<file path="config.mk">
export PLATFORM = sky130hd
export DESIGN_NAME = alu_reservation_station_flat
export DESIGN_NICKNAME = d
export VERILOG_FILES = /design/src/rtl/alu_reservation_station_if.sv /design/src/rtl/alu_reservation_station.sv /design/src/flat_wrapper.sv
export SDC_FILE = /design/constraint.sdc
export NUM_CORES = 1
export LEC_CHECK = 0
export ABC_AREA = 1
export CAP_MARGIN = 20
export CELL_PAD_IN_SITES_DETAIL_PLACEMENT = 1
export CELL_PAD_IN_SITES_GLOBAL_PLACEMENT = 1
export CORE_MARGIN = 5
export CORE_UTILIZATION = 36
export DETAILED_ROUTE_END_ITERATION = 6
export HOLD_SLACK_MARGIN = 0.06
export PLACE_DENSITY_LB_ADDON = 0.08
export SLEW_MARGIN = 25
export SYNTH_ARGS = -nofsm -noshare
export SYNTH_HDL_FRONTEND = slang
export SYNTH_SLANG_ARGS = --single-unit
</file>
<file path="constraint.sdc">
create_clock -name clk -period 2.54 [get_ports clk]
set_input_delay 0.508 -clock clk [delete_from_list [all_inputs] [get_ports clk]]
set_output_delay 0.508 -clock clk [all_outputs]
set_load 0.005 [all_outputs]
</file>
<file path="src/rtl/alu_reservation_station_if.sv">
// rtl/alu_reservation_station_if.sv - issue, CDB and dispatch bundle of the ALU reservation station
// The master drives issue/CDB/EXEable and observes station status; the station is the slave.
interface alu_reservation_station_if;
    logic        issueEN;
    logic [2:0]  issueOp;
    logic [31:0] issueData1;
    logic [31:0] issueData2;
    logic [3:0]  issueLabel1;
    logic [3:0]  issueLabel2;
    logic        issueFull;
    logic [3:0]  issueLabelOut;

    logic        cdbEN;
    logic [3:0]  cdbLabel;
    logic [31:0] cdbData;

    logic        EXEable;
    logic        outEn;
    logic [2:0]  opOut;
    logic [31:0] dataOut1;
    logic [31:0] dataOut2;
    logic [3:0]  readyLabelOut;

    modport master (
        output issueEN, issueOp, issueData1, issueData2, issueLabel1, issueLabel2,
        output cdbEN, cdbLabel, cdbData,
        output EXEable,
        input  issueFull, issueLabelOut,
        input  outEn, opOut, dataOut1, dataOut2, readyLabelOut
    );

    modport slave (
        input  issueEN, issueOp, issueData1, issueData2, issueLabel1, issueLabel2,
        input  cdbEN, cdbLabel, cdbData,
        input  EXEable,
        output issueFull, issueLabelOut,
        output outEn, opOut, dataOut1, dataOut2, readyLabelOut
    );
endinterface

</file>
<file path="src/rtl/alu_reservation_station.sv">
// rtl/alu_reservation_station.sv - reservation station buffering ALU ops until operands arrive
// Slots capture missing operands from the CDB and dispatch the lowest-index ready slot.
module alu_reservation_station #(
    parameter int         ENTRIES    = 3,
    parameter logic [3:0] LABEL_BASE = 4'd1
) (
    input  logic clk,
    input  logic RST,
    alu_reservation_station_if.slave bus
);

    localparam int IW = (ENTRIES > 1) ? $clog2(ENTRIES) : 1;

    logic [ENTRIES-1:0] busy;
    logic [2:0]         op_q [ENTRIES];
    logic [31:0]        v1_q [ENTRIES];
    logic [31:0]        v2_q [ENTRIES];
    logic [3:0]         q1_q [ENTRIES];
    logic [3:0]         q2_q [ENTRIES];

    logic [ENTRIES-1:0] slot_ready;
    logic               free_found;
    logic [IW-1:0]      free_idx;
    logic               disp_found;
    logic [IW-1:0]      disp_idx;
    logic [2:0]         op_sel;
    logic [31:0]        d1_sel;
    logic [31:0]        d2_sel;

    logic               issue_fire;
    logic               dispatch_fire;
    logic               cdb_hit;
    logic [31:0]        new_v1;
    logic [31:0]        new_v2;
    logic [3:0]         new_q1;
    logic [3:0]         new_q2;

    always_comb begin
        for (int i = 0; i < ENTRIES; i++) begin
            slot_ready[i] = busy[i] && (q1_q[i] == 4'd0) && (q2_q[i] == 4'd0);
        end
    end

    // Descending scan so the lowest index wins both selections.
    always_comb begin
        free_found = 1'b0;
        free_idx   = '0;
        for (int i = ENTRIES - 1; i >= 0; i--) begin
            if (!busy[i]) begin
                free_found = 1'b1;
                free_idx   = IW'(i);
            end
        end
    end

    always_comb begin
        disp_found = 1'b0;
        disp_idx   = '0;
        op_sel     = 3'd0;
        d1_sel     = 32'd0;
        d2_sel     = 32'd0;
        for (int i = ENTRIES - 1; i >= 0; i--) begin
            if (slot_ready[i]) begin
                disp_found = 1'b1;
                disp_idx   = IW'(i);
                op_sel     = op_q[i];
                d1_sel     = v1_q[i];
                d2_sel     = v2_q[i];
            end
        end
    end

    assign bus.issueFull     = !free_found;
    assign bus.issueLabelOut = free_found ? (LABEL_BASE + 4'(free_idx)) : 4'd0;
    assign bus.outEn         = disp_found;
    assign bus.opOut         = op_sel;
    assign bus.dataOut1      = d1_sel;
    assign bus.dataOut2      = d2_sel;
    assign bus.readyLabelOut = disp_found ? (LABEL_BASE + 4'(disp_idx)) : 4'd0;

    assign issue_fire    = bus.issueEN && free_found;
    assign dispatch_fire = disp_found && bus.EXEable;
    assign cdb_hit       = bus.cdbEN && (bus.cdbLabel != 4'd0);

    // An operand broadcast in the issue cycle itself is taken straight off the CDB.
    always_comb begin
        new_v1 = 32'd0;
        new_q1 = 4'd0;
        if (bus.issueLabel1 == 4'd0) begin
            new_v1 = bus.issueData1;
        end else if (bus.cdbEN && (bus.cdbLabel == bus.issueLabel1)) begin
            new_v1 = bus.cdbData;
        end else begin
            new_q1 = bus.issueLabel1;
        end
    end

    always_comb begin
        new_v2 = 32'd0;
        new_q2 = 4'd0;
        if (bus.issueLabel2 == 4'd0) begin
            new_v2 = bus.issueData2;
        end else if (bus.cdbEN && (bus.cdbLabel == bus.issueLabel2)) begin
            new_v2 = bus.cdbData;
        end else begin
            new_q2 = bus.issueLabel2;
        end
    end

    // Issue targets a free slot, dispatch and snoop only busy ones, so they never collide.
    always_ff @(posedge clk) begin
        if (RST) begin
            busy <= '0;
            for (int i = 0; i < ENTRIES; i++) begin
                op_q[i] <= 3'd0;
                v1_q[i] <= 32'd0;
                v2_q[i] <= 32'd0;
                q1_q[i] <= 4'd0;
                q2_q[i] <= 4'd0;
            end
        end else begin
            for (int i = 0; i < ENTRIES; i++) begin
                if (dispatch_fire && (disp_idx == IW'(i))) begin
                    busy[i] <= 1'b0;
                end
                if (busy[i] && cdb_hit && (q1_q[i] == bus.cdbLabel)) begin
                    v1_q[i] <= bus.cdbData;
                    q1_q[i] <= 4'd0;
                end
                if (busy[i] && cdb_hit && (q2_q[i] == bus.cdbLabel)) begin
                    v2_q[i] <= bus.cdbData;
                    q2_q[i] <= 4'd0;
                end
                if (issue_fire && (free_idx == IW'(i))) begin
                    busy[i] <= 1'b1;
                    op_q[i] <= bus.issueOp;
                    v1_q[i] <= new_v1;
                    v2_q[i] <= new_v2;
                    q1_q[i] <= new_q1;
                    q2_q[i] <= new_q2;
                end
            end
        end
    end

endmodule
</file>
<file path="src/flat_wrapper.sv">
// flat-port wrapper written by rule: the top's interface ports become plain ports
module alu_reservation_station_flat 
#(
    parameter int         ENTRIES    = 3,
    parameter logic [3:0] LABEL_BASE = 4'd1
)
  (clk, RST, bus_issueEN, bus_issueOp, bus_issueData1, bus_issueData2, bus_issueLabel1, bus_issueLabel2, bus_cdbEN, bus_cdbLabel, bus_cdbData, bus_EXEable, bus_issueFull, bus_issueLabelOut, bus_outEn, bus_opOut, bus_dataOut1, bus_dataOut2, bus_readyLabelOut);
  alu_reservation_station_if bus_i ();
  input  logic clk;
  input  logic RST;
  input wire logic [$bits(bus_i.issueEN)-1:0] bus_issueEN;
  input wire logic [$bits(bus_i.issueOp)-1:0] bus_issueOp;
  input wire logic [$bits(bus_i.issueData1)-1:0] bus_issueData1;
  input wire logic [$bits(bus_i.issueData2)-1:0] bus_issueData2;
  input wire logic [$bits(bus_i.issueLabel1)-1:0] bus_issueLabel1;
  input wire logic [$bits(bus_i.issueLabel2)-1:0] bus_issueLabel2;
  input wire logic [$bits(bus_i.cdbEN)-1:0] bus_cdbEN;
  input wire logic [$bits(bus_i.cdbLabel)-1:0] bus_cdbLabel;
  input wire logic [$bits(bus_i.cdbData)-1:0] bus_cdbData;
  input wire logic [$bits(bus_i.EXEable)-1:0] bus_EXEable;
  output wire logic [$bits(bus_i.issueFull)-1:0] bus_issueFull;
  output wire logic [$bits(bus_i.issueLabelOut)-1:0] bus_issueLabelOut;
  output wire logic [$bits(bus_i.outEn)-1:0] bus_outEn;
  output wire logic [$bits(bus_i.opOut)-1:0] bus_opOut;
  output wire logic [$bits(bus_i.dataOut1)-1:0] bus_dataOut1;
  output wire logic [$bits(bus_i.dataOut2)-1:0] bus_dataOut2;
  output wire logic [$bits(bus_i.readyLabelOut)-1:0] bus_readyLabelOut;
  assign bus_i.issueEN = bus_issueEN;
  assign bus_i.issueOp = bus_issueOp;
  assign bus_i.issueData1 = bus_issueData1;
  assign bus_i.issueData2 = bus_issueData2;
  assign bus_i.issueLabel1 = bus_issueLabel1;
  assign bus_i.issueLabel2 = bus_issueLabel2;
  assign bus_i.cdbEN = bus_cdbEN;
  assign bus_i.cdbLabel = bus_cdbLabel;
  assign bus_i.cdbData = bus_cdbData;
  assign bus_i.EXEable = bus_EXEable;
  assign bus_issueFull = bus_i.issueFull;
  assign bus_issueLabelOut = bus_i.issueLabelOut;
  assign bus_outEn = bus_i.outEn;
  assign bus_opOut = bus_i.opOut;
  assign bus_dataOut1 = bus_i.dataOut1;
  assign bus_dataOut2 = bus_i.dataOut2;
  assign bus_readyLabelOut = bus_i.readyLabelOut;
  alu_reservation_station #(.ENTRIES(ENTRIES), .LABEL_BASE(LABEL_BASE)) u_core (.clk(clk), .RST(RST), .bus(bus_i));
endmodule
</file>
Yosys cells after proc, flatten, opt, wreduce, memory -nomap -nowiden
Memories as Yosys holds them, arrays and structs flattened.
Cells that the tools add are included.
- memories kept: 5
- input port bits: 116
- output and inout port bits: 77
- register bits after elaboration: 3
- logic and storage cells: 183
- memory bits (writable): 225
- bitwise gates (word level): 27
- add/subtract/negate cells: 2
- mux-type cells: 93
- eq/ne operators: 12
- reductions and logical operators: 41
- memory list (name ; depth ; width ; rd ports ; clocked after memory_dff ; wr ports ; line ; text):
    u_core.v1_q ; 3 ; 32 ; 3 ; 0 ; 3 ; alu_reservation_station.sv:16 ; logic [31:0] v1_q [ENTRIES];
    u_core.v2_q ; 3 ; 32 ; 3 ; 0 ; 3 ; alu_reservation_station.sv:17 ; logic [31:0] v2_q [ENTRIES];
    u_core.q1_q ; 3 ; 4 ; 3 ; 0 ; 3 ; alu_reservation_station.sv:18 ; logic [3:0] q1_q [ENTRIES];
    u_core.q2_q ; 3 ; 4 ; 3 ; 0 ; 3 ; alu_reservation_station.sv:19 ; logic [3:0] q2_q [ENTRIES];
    u_core.op_q ; 3 ; 3 ; 3 ; 0 ; 3 ; alu_reservation_station.sv:15 ; logic [2:0] op_q [ENTRIES];
- operators by type and width (cell ; number):
    two-way mux 32 bit ; 22
    two-way mux 4 bit ; 18
    two-way mux 1 bit ; 41
    == test 4 bit ; 8
    logical NOT 4 bit ; 8
    OR 1 bit ; 27
    logical AND 1 bit ; 26
    two-way mux 3 bit ; 6
    two-way mux 2 bit ; 6
    adder 1 x 2 -> 3 bit (first input constant) ; 2
    nonzero test 2 bit ; 3
    == test 2 x 1 -> 1 bit (second input constant) ; 2
    == test 2 bit (second input constant) ; 2
    logical NOT 2 bit ; 2
    nonzero test 4 bit ; 1
    logical NOT 1 bit ; 1

Logic depth before layout (Yosys ltp)
An unclocked memory read counts as a cell.
- depth after elaboration: 11
- depth in mapped cells: 13
- depth with buffers taken out: 12

Worst setup path before layout
OpenSTA, ideal clock, no wires.
- kind: input-to-reg
- from: input RST
- to: memory u_core.q1_q[1][0], enable pin
- cell stages on the path: 5
- slack: -0.060 ns
- setup time: 0.598 ns
- path buffers: 2
- arrival time: 2.003 ns
- cells stage by stage: buf_4 inv_2 nand3_2 clkbuf_1 nand3_1
- RTL lines (item ; line ; text):
    from (decl) ; flat_wrapper.sv:10 ; input logic RST;
    to (decl) ; alu_reservation_station.sv:18 ;

==> results.sh <==
export IMPL_status="finished with violations"
export IMPL_violations="negative setup slack"
export IMPL_leakagePower_nw=10.2
export IMPL_stdcell_area_um2=19300
export IMPL_ant_nets=0
export IMPL_syn_area_um2=14100
export IMPL_num_antenna_cells=0
export IMPL_via_per_inst=5.06
export IMPL_p_per_area_nw_per_um2=544
export IMPL_place_hpwl_um=39100
export IMPL_reg2regPathDepth=14
export IMPL_cts_sinks=228
export IMPL_drtPass1Iterations=5
export IMPL_max_freq_mhz=318
export IMPL_setup_viol=70
export IMPL_syn_area_per_cell_um2=7.17
export IMPL_yosysSeqAreaShare_pct=48.5
export IMPL_clock_path_buffers=3
export IMPL_gp_congestion=0.867
export IMPL_grt_pass1_wl_um=88000
export IMPL_drt_total_wl_um=60000
export IMPL_clk_pin_slew_ns=0.06
export IMPL_cap_violations=0
export IMPL_synth_distinct_cells=33
export IMPL_cp_end_kind="primary output"
export IMPL_final_nets=2350
export IMPL_crit_path_top_delay_cell="edfxtp_1"
export IMPL_fin_skew_ns=0.0113
export IMPL_total_power_mw=10.5
export IMPL_path_max_fanout=6
export IMPL_period_minus_slack_ns=3.15
export IMPL_ys_top_cells_by_area="edfxtp_1, nand2_1, inv_1, nand3_1, a21oi_1"
export IMPL_start_kind="flop"
export IMPL_cts_tree="built"
export IMPL_dieHeight_um=208
export IMPL_dpl_cell_area_um2=17500
export IMPL_antenna_found_initial=2
export IMPL_areaGrowthSynthToFinish_pct=37.5
export IMPL_drcViolationCount=0
export IMPL_ys_seq_elements=228
export IMPL_ys_flop_type="edfxtp_1"
export IMPL_grt_pass1_vias=14800
export IMPL_hold_path_class="primary input to flop"
export IMPL_whs_ns=0.632
export IMPL_yosys_area_top_type="edfxtp_1"
export IMPL_required_ns=2.03
export IMPL_yosys_area_top_type_share_pct=48.1
export IMPL_rsz0062_at_grt="true"
export IMPL_slew_headroom_pct=62.2
export IMPL_ios=193
export IMPL_vias=14000
export IMPL_root_buffer="clkbuf_16"
export IMPL_cp_slowest_stage_delay_ns=0.43
export IMPL_rows=72
export IMPL_slew_violations=0
export IMPL_nFillCells=4748
export IMPL_drive_gt1_share_pct=19.3
export IMPL_synth_edf_count=225
export IMPL_cts_buffers=28
export IMPL_overflow=0
export IMPL_ys_async_sr_fraction_pct=0
export IMPL_final_cell_mix="nand2_1, edfxtp_1, inv_1"
export IMPL_hold_depth=3
export IMPL_start_util_pct=36.4
export IMPL_synth_cells=1960
export IMPL_pre_cts_ws_ns=-0.230
export IMPL_fin_ws_ns=-0.610
export IMPL_portBuffers=189
export IMPL_clock_latency_ns=0.56
export IMPL_crit_chain="nor2_2 > nand2_1 > nor3_1 > nand3_1 > inv_1 > nand2_2 > nor2_4 > buf_12 > buf_6 > buf_12 > buf_8 > buf_6 > nand2_2 > nand3_2 > buf_2"
export IMPL_coreArea_um2=38600
export IMPL_fin_crit_sh_pct=124
export IMPL_final_common_cell="nand2_1"
export IMPL_ctsHoldBuffers=0
export IMPL_crit_type="flop to primary output"
export IMPL_die_w_um=208
export IMPL_htreeDepth=1
export IMPL_arrival_ns=2.64
export IMPL_grt_max_degree=66
export IMPL_grt_use_total_pct=26.2
export IMPL_drt_iter0_drc=861
export IMPL_yosysWarnings=0
export IMPL_worst_pin_slew_ns=0.566
export IMPL_ir_drop_uv=468
export IMPL_die_area_um2=43100
export IMPL_final_hold_viol_count=0
export IMPL_post_drt_wl_per_cell_um=21.7
==> layer usage <==
layer,wire length [um],GRT usage (%),vias up
met3,3130,3.88,115
li1,-,-,6631
met2,29600,45.8,414
met1,25500,33.6,6841
met4,1800,7.93,4
met5,27,0,-
==> layout make-up <==
| type | count | area [um2] | area share, % |
|---|---|---|---|
| Clock buffer | 36 | 762 | 3.94 |
| Tap cell | 518 | 648 | 3.35 |
| Multi-Input combinational cell | 1394 | 6390 | 33.1 |
| Inverter | 227 | 855 | 4.42 |
| Clock inverter | 16 | 180 | 0.932 |
| Sequential cell | 228 | 6820 | 35.3 |
| Timing Repair Buffer | 351 | 3680 | 19.0 |
==> worst paths after layout <==
| path | startpoint | to | slack (ns) |
|---|---|---|---|
| min reg2reg | u_core.busy[1] | u_core.busy[1] | 0.69 |
| min | bus_issueOp[1] | u_core.op_q[0][7] | 0.63 |
| max reg2reg | u_core.q1_q[2][3] | u_core.busy[1] | 0.40 |
| max | u_core.q1_q[2][3] | bus_dataOut2[13] | -0.61 |
==> per-stage QoR <==
stage / setup TNS (ns) / cells / utilization, %
3_5_place_dp: -17.88 / 2678 / 45.4
5_1_grt: -44.63 / 2770 / 50.0
2_1_floorplan: 0 / 1962 / -
6_report: -34.17 / 2770 / 50.0
3_3_place_gp: -10.49 / 2678 / 45.4
4_1_cts: -33.78 / 2750 / 48.5
==> synth_stat cells, types with 2 or more instances <==
cell / n
a21oi_1: 70
buf_2: 29
buf_4: 11
buf_6: 12
clkbuf_1: 59
clkinv_1: 2
dfxtp_1: 3
edfxtp_1: 225
ha_1: 4
inv_1: 206
inv_2: 19
nand2_1: 1051
nand2_2: 10
nand3_1: 138
nand3_2: 12
nand4_1: 3
nor2_1: 63
nor2_2: 5
nor2_4: 2
nor3_1: 7
nor4_2: 2
o21ai_0: 3
o21ai_1: 2
o22ai_1: 2
xnor2_1: 9
xor2_1: 4
==> where the power goes <==
part / internal [mW] / switching, mW / leakage, nW / total (mW)
clock: 2.51 / 1.65 / 0.460 / 4.16
sequential: 4.50 / 0.138 / 2.37 / 4.64
combinational: 0.639 / 1.07 / 7.38 / 1.71
total: 7.65 / 2.86 / 10.2 / 10.5
==> flip-flops by register name (all words and copies together), names as in the netlist <==
signal	count
u_core.op_q	9
u_core.v2_q	96
u_core.q2_q	12
u_core.busy	3
u_core.q1_q	12
u_core.v1_q	96
==> cells by family after synthesis <==
family / share of synthesized area (%)
AO/OA/AOI/OAI: 2.81
buffers and inverters: 10.4
other: 0.0267
adder cells (fa/ha/maj): 0.356
flip-flops: 48.5
XOR/XNOR: 0.810
AND/OR/NAND/NOR: 37.1
==> repair_timing <==
action                                  in CTS  in global routing
resized for setup                          195                220
gates cloned                                 4                  6
endpoints found under the setup margin      72                 71
pin swaps                                    5                  9
setup buffers                               16                 21
==> critical path: cells and delay by family, from the launching register on <==
family | cells | cell delay [ns]
buffers and inverters | 7 | 0.78
flip-flops | 1 | 0.43
AND/OR/NAND/NOR | 8 | 0.87
No activity file was read; power rests on OpenSTA's default activity.
